## src/rtl/fir_coef_loader_pkg.sv

```systemverilog
// Shared definitions for the FIR coefficient loader: FSM encoding, default geometry
// and the unity-gain coefficient helper.
package fir_coef_loader_pkg;

   localparam int N_TAPS_DEF   = 32;
   localparam int W_COEF_DEF   = 16;
   localparam int W_ADDR_DEF   = 5;
   localparam int LOAD_CNT_MAX = 255;

   typedef enum logic [1:0] {
      ST_IDLE = 2'd0,
      ST_LOAD = 2'd1,
      ST_PEND = 2'd2
   } ld_state_t;

   // Unity gain in the FIR's Q(W-2) coefficient format.
   function automatic int coef_unity(input int w);
      return 1 << (w - 2);
   endfunction

endpackage

```

## src/rtl/fir_coef_loader_coef_bank.sv

```systemverilog
// One coefficient bank: N_TAPS x W_COEF registers, single write port, registered read,
// and a parameterised reset image.
module coef_bank
   import fir_coef_loader_pkg::*;
#(
   parameter int                          N_TAPS    = N_TAPS_DEF,
   parameter int                          W_COEF    = W_COEF_DEF,
   parameter int                          W_ADDR    = W_ADDR_DEF,
   parameter logic [N_TAPS*W_COEF-1:0]    RST_IMAGE = '0
) (
   input  logic              clk_dec,
   input  logic              reset_b,
   input  logic              wr_en,
   input  logic [W_ADDR-1:0] wr_addr,
   input  logic [W_COEF-1:0] wr_data,
   input  logic [W_ADDR-1:0] rd_addr,
   output logic [W_COEF-1:0] rd_data
);

   logic [N_TAPS-1:0][W_COEF-1:0] mem;
   logic                          rd_in_range;

   // Addresses past the last tap read as zero so a short FIR walk sees no garbage.
   assign rd_in_range = ({1'b0, rd_addr} < (W_ADDR+1)'(N_TAPS));

   always_ff @(posedge clk_dec or negedge reset_b) begin
      if (!reset_b) begin
         mem     <= RST_IMAGE;
         rd_data <= '0;
      end else begin
         if (wr_en) mem[wr_addr] <= wr_data;
         rd_data <= rd_in_range ? mem[rd_addr] : '0;
      end
   end

endmodule

```

## src/rtl/fir_coef_loader.sv

```systemverilog
// Double-buffered FIR coefficient loader: streams a set into the shadow bank and makes it
// live only on a frame-boundary swap strobe.
module fir_coef_loader
   import fir_coef_loader_pkg::*;
#(
   parameter int N_TAPS = N_TAPS_DEF,
   parameter int W_COEF = W_COEF_DEF,
   parameter int W_ADDR = W_ADDR_DEF
) (
   input  logic              clk_dec,
   input  logic              reset_b,
   input  logic              cfg_valid,
   output logic              cfg_ready,
   input  logic [W_COEF-1:0] cfg_data,
   input  logic              cfg_last,
   input  logic              cfg_abort,
   input  logic              swap_en,
   input  logic [W_ADDR-1:0] coef_rd_addr,
   output logic [W_COEF-1:0] coef_rd_data,
   output logic              active_bank,
   output logic              swap_done,
   output logic              err_len,
   output logic [7:0]        load_cnt
);

   localparam int                       N_BANKS  = 2;
   localparam logic [W_ADDR-1:0]        LAST_IDX = W_ADDR'(N_TAPS - 1);
   localparam logic [N_TAPS*W_COEF-1:0] IMG_PASS = (N_TAPS*W_COEF)'(coef_unity(W_COEF));

   ld_state_t                         state;
   logic [W_ADDR-1:0]                 wr_idx;
   logic                              rd_sel;
   logic                              xfer;
   logic                              wr_en;
   logic                              shadow_bank;
   logic [N_BANKS-1:0]                bank_we;
   logic [N_BANKS-1:0][W_COEF-1:0]    bank_rd;

   assign xfer        = cfg_valid & cfg_ready;
   assign shadow_bank = ~active_bank;
   assign wr_en       = xfer & ~(cfg_abort & (state == ST_LOAD));

   // rd_sel lags active_bank by one edge so a read issued on the swap edge still
   // returns the outgoing set.
   assign coef_rd_data = bank_rd[rd_sel];

   for (genvar b = 0; b < N_BANKS; b++) begin : g_bank
      assign bank_we[b] = wr_en & (shadow_bank == 1'(b));

      coef_bank #(
         .N_TAPS    (N_TAPS),
         .W_COEF    (W_COEF),
         .W_ADDR    (W_ADDR),
         .RST_IMAGE ((b == 0) ? IMG_PASS : '0)
      ) u_bank (
         .clk_dec (clk_dec),
         .reset_b (reset_b),
         .wr_en   (bank_we[b]),
         .wr_addr (wr_idx),
         .wr_data (cfg_data),
         .rd_addr (coef_rd_addr),
         .rd_data (bank_rd[b])
      );
   end

   always_ff @(posedge clk_dec or negedge reset_b) begin
      if (!reset_b) begin
         state       <= ST_IDLE;
         wr_idx      <= '0;
         active_bank <= 1'b0;
         rd_sel      <= 1'b0;
         cfg_ready   <= 1'b0;
         swap_done   <= 1'b0;
         err_len     <= 1'b0;
         load_cnt    <= '0;
      end else begin
         swap_done <= 1'b0;
         err_len   <= 1'b0;
         rd_sel    <= active_bank;
         cfg_ready <= (state != ST_PEND);
         case (state)
            ST_IDLE: begin
               if (xfer) begin
                  if (cfg_last) begin
                     err_len <= 1'b1;
                  end else begin
                     wr_idx <= W_ADDR'(1);
                     state  <= ST_LOAD;
                  end
               end
            end
            ST_LOAD: begin
               if (cfg_abort) begin
                  state  <= ST_IDLE;
                  wr_idx <= '0;
               end else if (xfer) begin
                  if (wr_idx == LAST_IDX) begin
                     wr_idx <= '0;
                     if (cfg_last) begin
                        state     <= ST_PEND;
                        cfg_ready <= 1'b0;
                     end else begin
                        err_len <= 1'b1;
                        state   <= ST_IDLE;
                     end
                  end else if (cfg_last) begin
                     err_len <= 1'b1;
                     wr_idx  <= '0;
                     state   <= ST_IDLE;
                  end else begin
                     wr_idx <= wr_idx + W_ADDR'(1);
                  end
               end
            end
            ST_PEND: begin
               if (cfg_abort) begin
                  state     <= ST_IDLE;
                  cfg_ready <= 1'b1;
               end else if (swap_en) begin
                  active_bank <= ~active_bank;
                  swap_done   <= 1'b1;
                  cfg_ready   <= 1'b1;
                  state       <= ST_IDLE;
                  if (load_cnt != 8'(LOAD_CNT_MAX)) load_cnt <= load_cnt + 8'd1;
               end
            end
            default: begin
               state  <= ST_IDLE;
               wr_idx <= '0;
            end
         endcase
      end
   end

endmodule
```

## config.mk

```make
export PLATFORM = sky130hd
export DESIGN_NAME = fir_coef_loader
export DESIGN_NICKNAME = d
export VERILOG_FILES = /design/src/rtl/fir_coef_loader_pkg.sv /design/src/rtl/fir_coef_loader_coef_bank.sv /design/src/rtl/fir_coef_loader.sv
export SDC_FILE = /design/constraint.sdc
export NUM_CORES = 1
export LEC_CHECK = 0
export CAP_MARGIN = 15
export CORE_MARGIN = 3
export CORE_UTILIZATION = 60
export DETAILED_ROUTE_END_ITERATION = 6
export GPL_TIMING_DRIVEN = 1
export PLACE_DENSITY = 0.74
export SETUP_SLACK_MARGIN = 0.15
export SLEW_MARGIN = 25
export SYNTH_ARGS = -nofsm -noshare
export SYNTH_HDL_FRONTEND = slang
export SYNTH_SLANG_ARGS = --single-unit
export TNS_END_PERCENT = 1
```

## constraint.sdc

```tcl
create_clock -name clk_dec -period 2.81 [get_ports clk_dec]
set_input_delay 0.7025 -clock clk_dec [delete_from_list [all_inputs] [get_ports clk_dec]]
set_output_delay 0.7025 -clock clk_dec [all_outputs]
set_load 0.02 [all_outputs]
```

==> results.json <==
{
  "overflow": 0,
  "final_common_cell": "dfrtp_1",
  "ios": 55,
  "synth_compound_area_share_pct": 4.28,
  "crit_fanout": 16,
  "path_class": "reg -> out",
  "synthAdderAreaFrac_pct": 0.279,
  "hold_viol_final": 0,
  "wl_met2_mm": 60.6,
  "synth_edf_count": 0,
  "cap_violations": 0,
  "synth_simple_gate_area_share_pct": 3.54,
  "slowest_delay_ns": 0.40,
  "grt_pass1_vias": 33346,
  "fin_util_pct": 70.5,
  "synth_top_area_share_pct": 54.5,
  "die_w_um": 293,
  "holdWs_ns": 0.503,
  "setup_viol": 0,
  "seq_area_frac_synth_pct": 54.6,
  "cts_setup_buffers": 0,
  "vias": 30685,
  "synth-seq-cells": 1076,
  "cts-root-buf": "clkbuf_16",
  "syn-instance-count": 3626,
  "coreArea_mm2": 0.0811,
  "syn_avg_cell_area_um2": 13.6,
  "rsz0062_at_grt": "yes",
  "fin_nets": 3784,
  "die_area_mm2": 0.0857,
  "tritoncts": "yes",
  "cp-start-kind": "flip-flop",
  "crit_buf_inv": 2,
  "synth_top_family_by_area": "multiplexers",
  "fillCellCount": 5320,
  "power_density_mw_per_mm2": 621,
  "die_h_um": 293,
  "dr.pass1.iters": 5,
  "mostFrequentLayoutCells": "1075 x dfrtp_1, 1038 x mux2_2, 512 x mux2i_1",
  "fmax_ghz": 0.371,
  "initial_core_util_pct": 60.9,
  "yosysWarnings": 0,
  "path_cells": "buf_12, mux2_2, dlygate4sd2_1",
  "slew_headroom_pct": 40.0,
  "multiInputGateArea_mm2": 0.0210,
  "cts.path.max_buffers": 3,
  "grt_max_degree": 88,
  "drtIter0Drc": 2122,
  "antenna_left": 0,
  "synthMuxAreaShare_pct": 34.2,
  "numPortBuffers": 54,
  "top_layer": "met5",
  "hold_class": "reg -> reg",
  "routedWlPerCell_um": 25.9,
  "row_count": 104,
  "cp.depth": 3,
  "synth_xor_area_share_pct": 0.142,
  "power_leakage_uw": 0.0285,
  "grt_usage_pct": 29.9,
  "num_antenna_cells": 0,
  "cts_buffers": 111,
  "clkTransAtPathRegs_ns": 0.06,
  "grt_pass1_wl_mm": 197,
  "vdd_ir_drop_max_mv": 0.679,
  "post-synth-top-area-cell": "dfrtp_1",
  "ys_types": 43,
  "avgViaCountPerCell": 6.27,
  "dpl.hpwl_mm": 81.5,
  "r2r_cells": 5,
  "wl_mm": 127,
  "drt-met1-wl_mm": 52.8,
  "synth_area_mm2": 0.0494,
  "period_needed_ns": 2.69,
  "h-tree-depth": 3,
  "worstSetupEndpointType": "primary output",
  "drc": 0,
  "ys.flop_type": "dfrtp_1",
  "register_area_mm2": 0.0269,
  "cp.required_ns": 2.11,
  "status": "completed",
  "wl_met3_mm": 6.74,
  "yosys-top-cells-area": "dfrtp_1 54%, mux2_2 24%, mux2i_1 10%",
  "maxSlewViolCount": 0,
  "drive_gt1_share_pct": 41.5,
  "period_share_pct": 95.8,
  "cp_top_family": "buffers and inverters",
  "syn_nets": 3664,
  "whs_path_depth": 1,
  "crit_arrival_ns": 1.99,
  "gp_congestion": 0.864,
  "worstMarginPinSlew_ns": 0.900,
  "antenna_found_initial": 4,
  "finClkSkew_ns": 0.0304,
  "synthToLayoutAreaGrowth_pct": 15.7,
  "clk_latency_ns": 0.68,
  "cts_sinks": 1076,
  "synthArstFlopShare_pct": 100,
  "slowest_stage": "mux2_2"
}
==> path summary, 6_finish.rpt <==
check	start	endpoint	slack [ns]
max	rd_sel$_DFF_PN0_	coef_rd_data[9]	0.12
min	load_cnt[5]$_DFFE_PN0P_	load_cnt[5]$_DFFE_PN0P_	0.50
max reg2reg	wr_idx[3]$_DFFE_PN0P_	g_bank[0].u_bank.mem[235]$_DFFE_PN0P_	0.24
min reg2reg	load_cnt[5]$_DFFE_PN0P_	load_cnt[5]$_DFFE_PN0P_	0.50
max in group asynchronous	reset_b	g_bank[1].u_bank.mem[58]$_DFFE_PN0P_	1.24
min in group asynchronous	reset_b	g_bank[1].u_bank.rd_data[7]$_DFF_PN0_	0.53
==> sequential cells by signal, indices dropped and copies added, names as in the netlist, 2 cells and up <==
name / cells
g_bank.u_bank.mem: 1024
g_bank.u_bank.rd_data: 32
load_cnt: 8
state: 2
wr_idx: 5
==> worst register-to-register path, cell delays in order, from the launching register on <==
cell and delay [ns]:
dfrtp_1 0.69, nor2b_1 0.43, nand2_1 0.43, nor2_2 0.33, buf_4 0.21, mux2_2 0.34
==> cell families (layout without fill, tap and decap cells) <==
logic type | Yosys count | in the layout
muxes | 1554 | 1554
DFF | 1076 | 1076
and+or+nand+nor | 349 | 349
buffers and inverters | 321 | 530
AOI/OAI and AO/OA | 307 | 307
adders and majority gates | 11 | 11
xor gates and xnor gates | 8 | 8
==> cells in the mapped netlist, types with 7 or more instances <==
| cell | number |
|---|---|
| nand2_2 | 9 |
| a31oi_1 | 33 |
| a22o_1 | 65 |
| dfrtp_1 | 1075 |
| buf_1 | 36 |
| inv_1 | 7 |
| nor2_1 | 7 |
| buf_4 | 14 |
| nand3_1 | 103 |
| nor2_2 | 57 |
| clkbuf_1 | 161 |
| nand2_1 | 112 |
| ha_1 | 11 |
| buf_6 | 19 |
| buf_2 | 84 |
| nor3_1 | 33 |
| mux2i_1 | 512 |
| mux2_2 | 1042 |
| a21oi_1 | 99 |
| a22oi_1 | 96 |
==> power breakdown <==
group | total [µW] | leakage (µW) | switching [µW] | internal, µW
sequential | 16500 | 0.0149 | 362 | 16100
combinational | 3690 | 0.0117 | 2120 | 1570
clock | 15300 | 0.00192 | 6140 | 9130
==> final cells by class <==
cell class | instances | share of cell area, %
clock buffers | 158 | 5.75
clock inverters | 44 | 0.979
inverters | 7 | 0.0460
multi-input cells | 2229 | 36.7
flip-flops and latches | 1076 | 47.1
well taps | 1060 | 2.32
repair buffers | 321 | 7.07
==> metrics by stage <==
step	setup slack [ns]	instances	setup TNS (ns)	cell area, µm²	total power (µW)
final	0.118	4895	0	57100	35500
after detailed placement	-0.156	4692	-64.86	53300	20500
after floorplan	0.406	3626	0	49400	18700
after global routing	0.0884	4895	0	57100	36600
after CTS	0.0824	4895	0	57100	35700
after global placement	-0.116	4692	-28.33	53300	20300
==> per-layer routing <==
metal | global-route usage (%) | vias up
met4 | 14.4 | 2
met2 | 48.8 | 899
met5 | 0 | -
met3 | 5.14 | 288
li1 | - | 13297
met1 | 39.1 | 16199
==> what timing repair did <==
action	CTS	global route
endpoints found under the hold margin	19	0
pin swaps	0	0
setup endpoints to repair	17	17
hold buffers	1	0
cloned	0	0
resized for setup	27	0
Note: power is estimated with default switching activity, not from simulation.
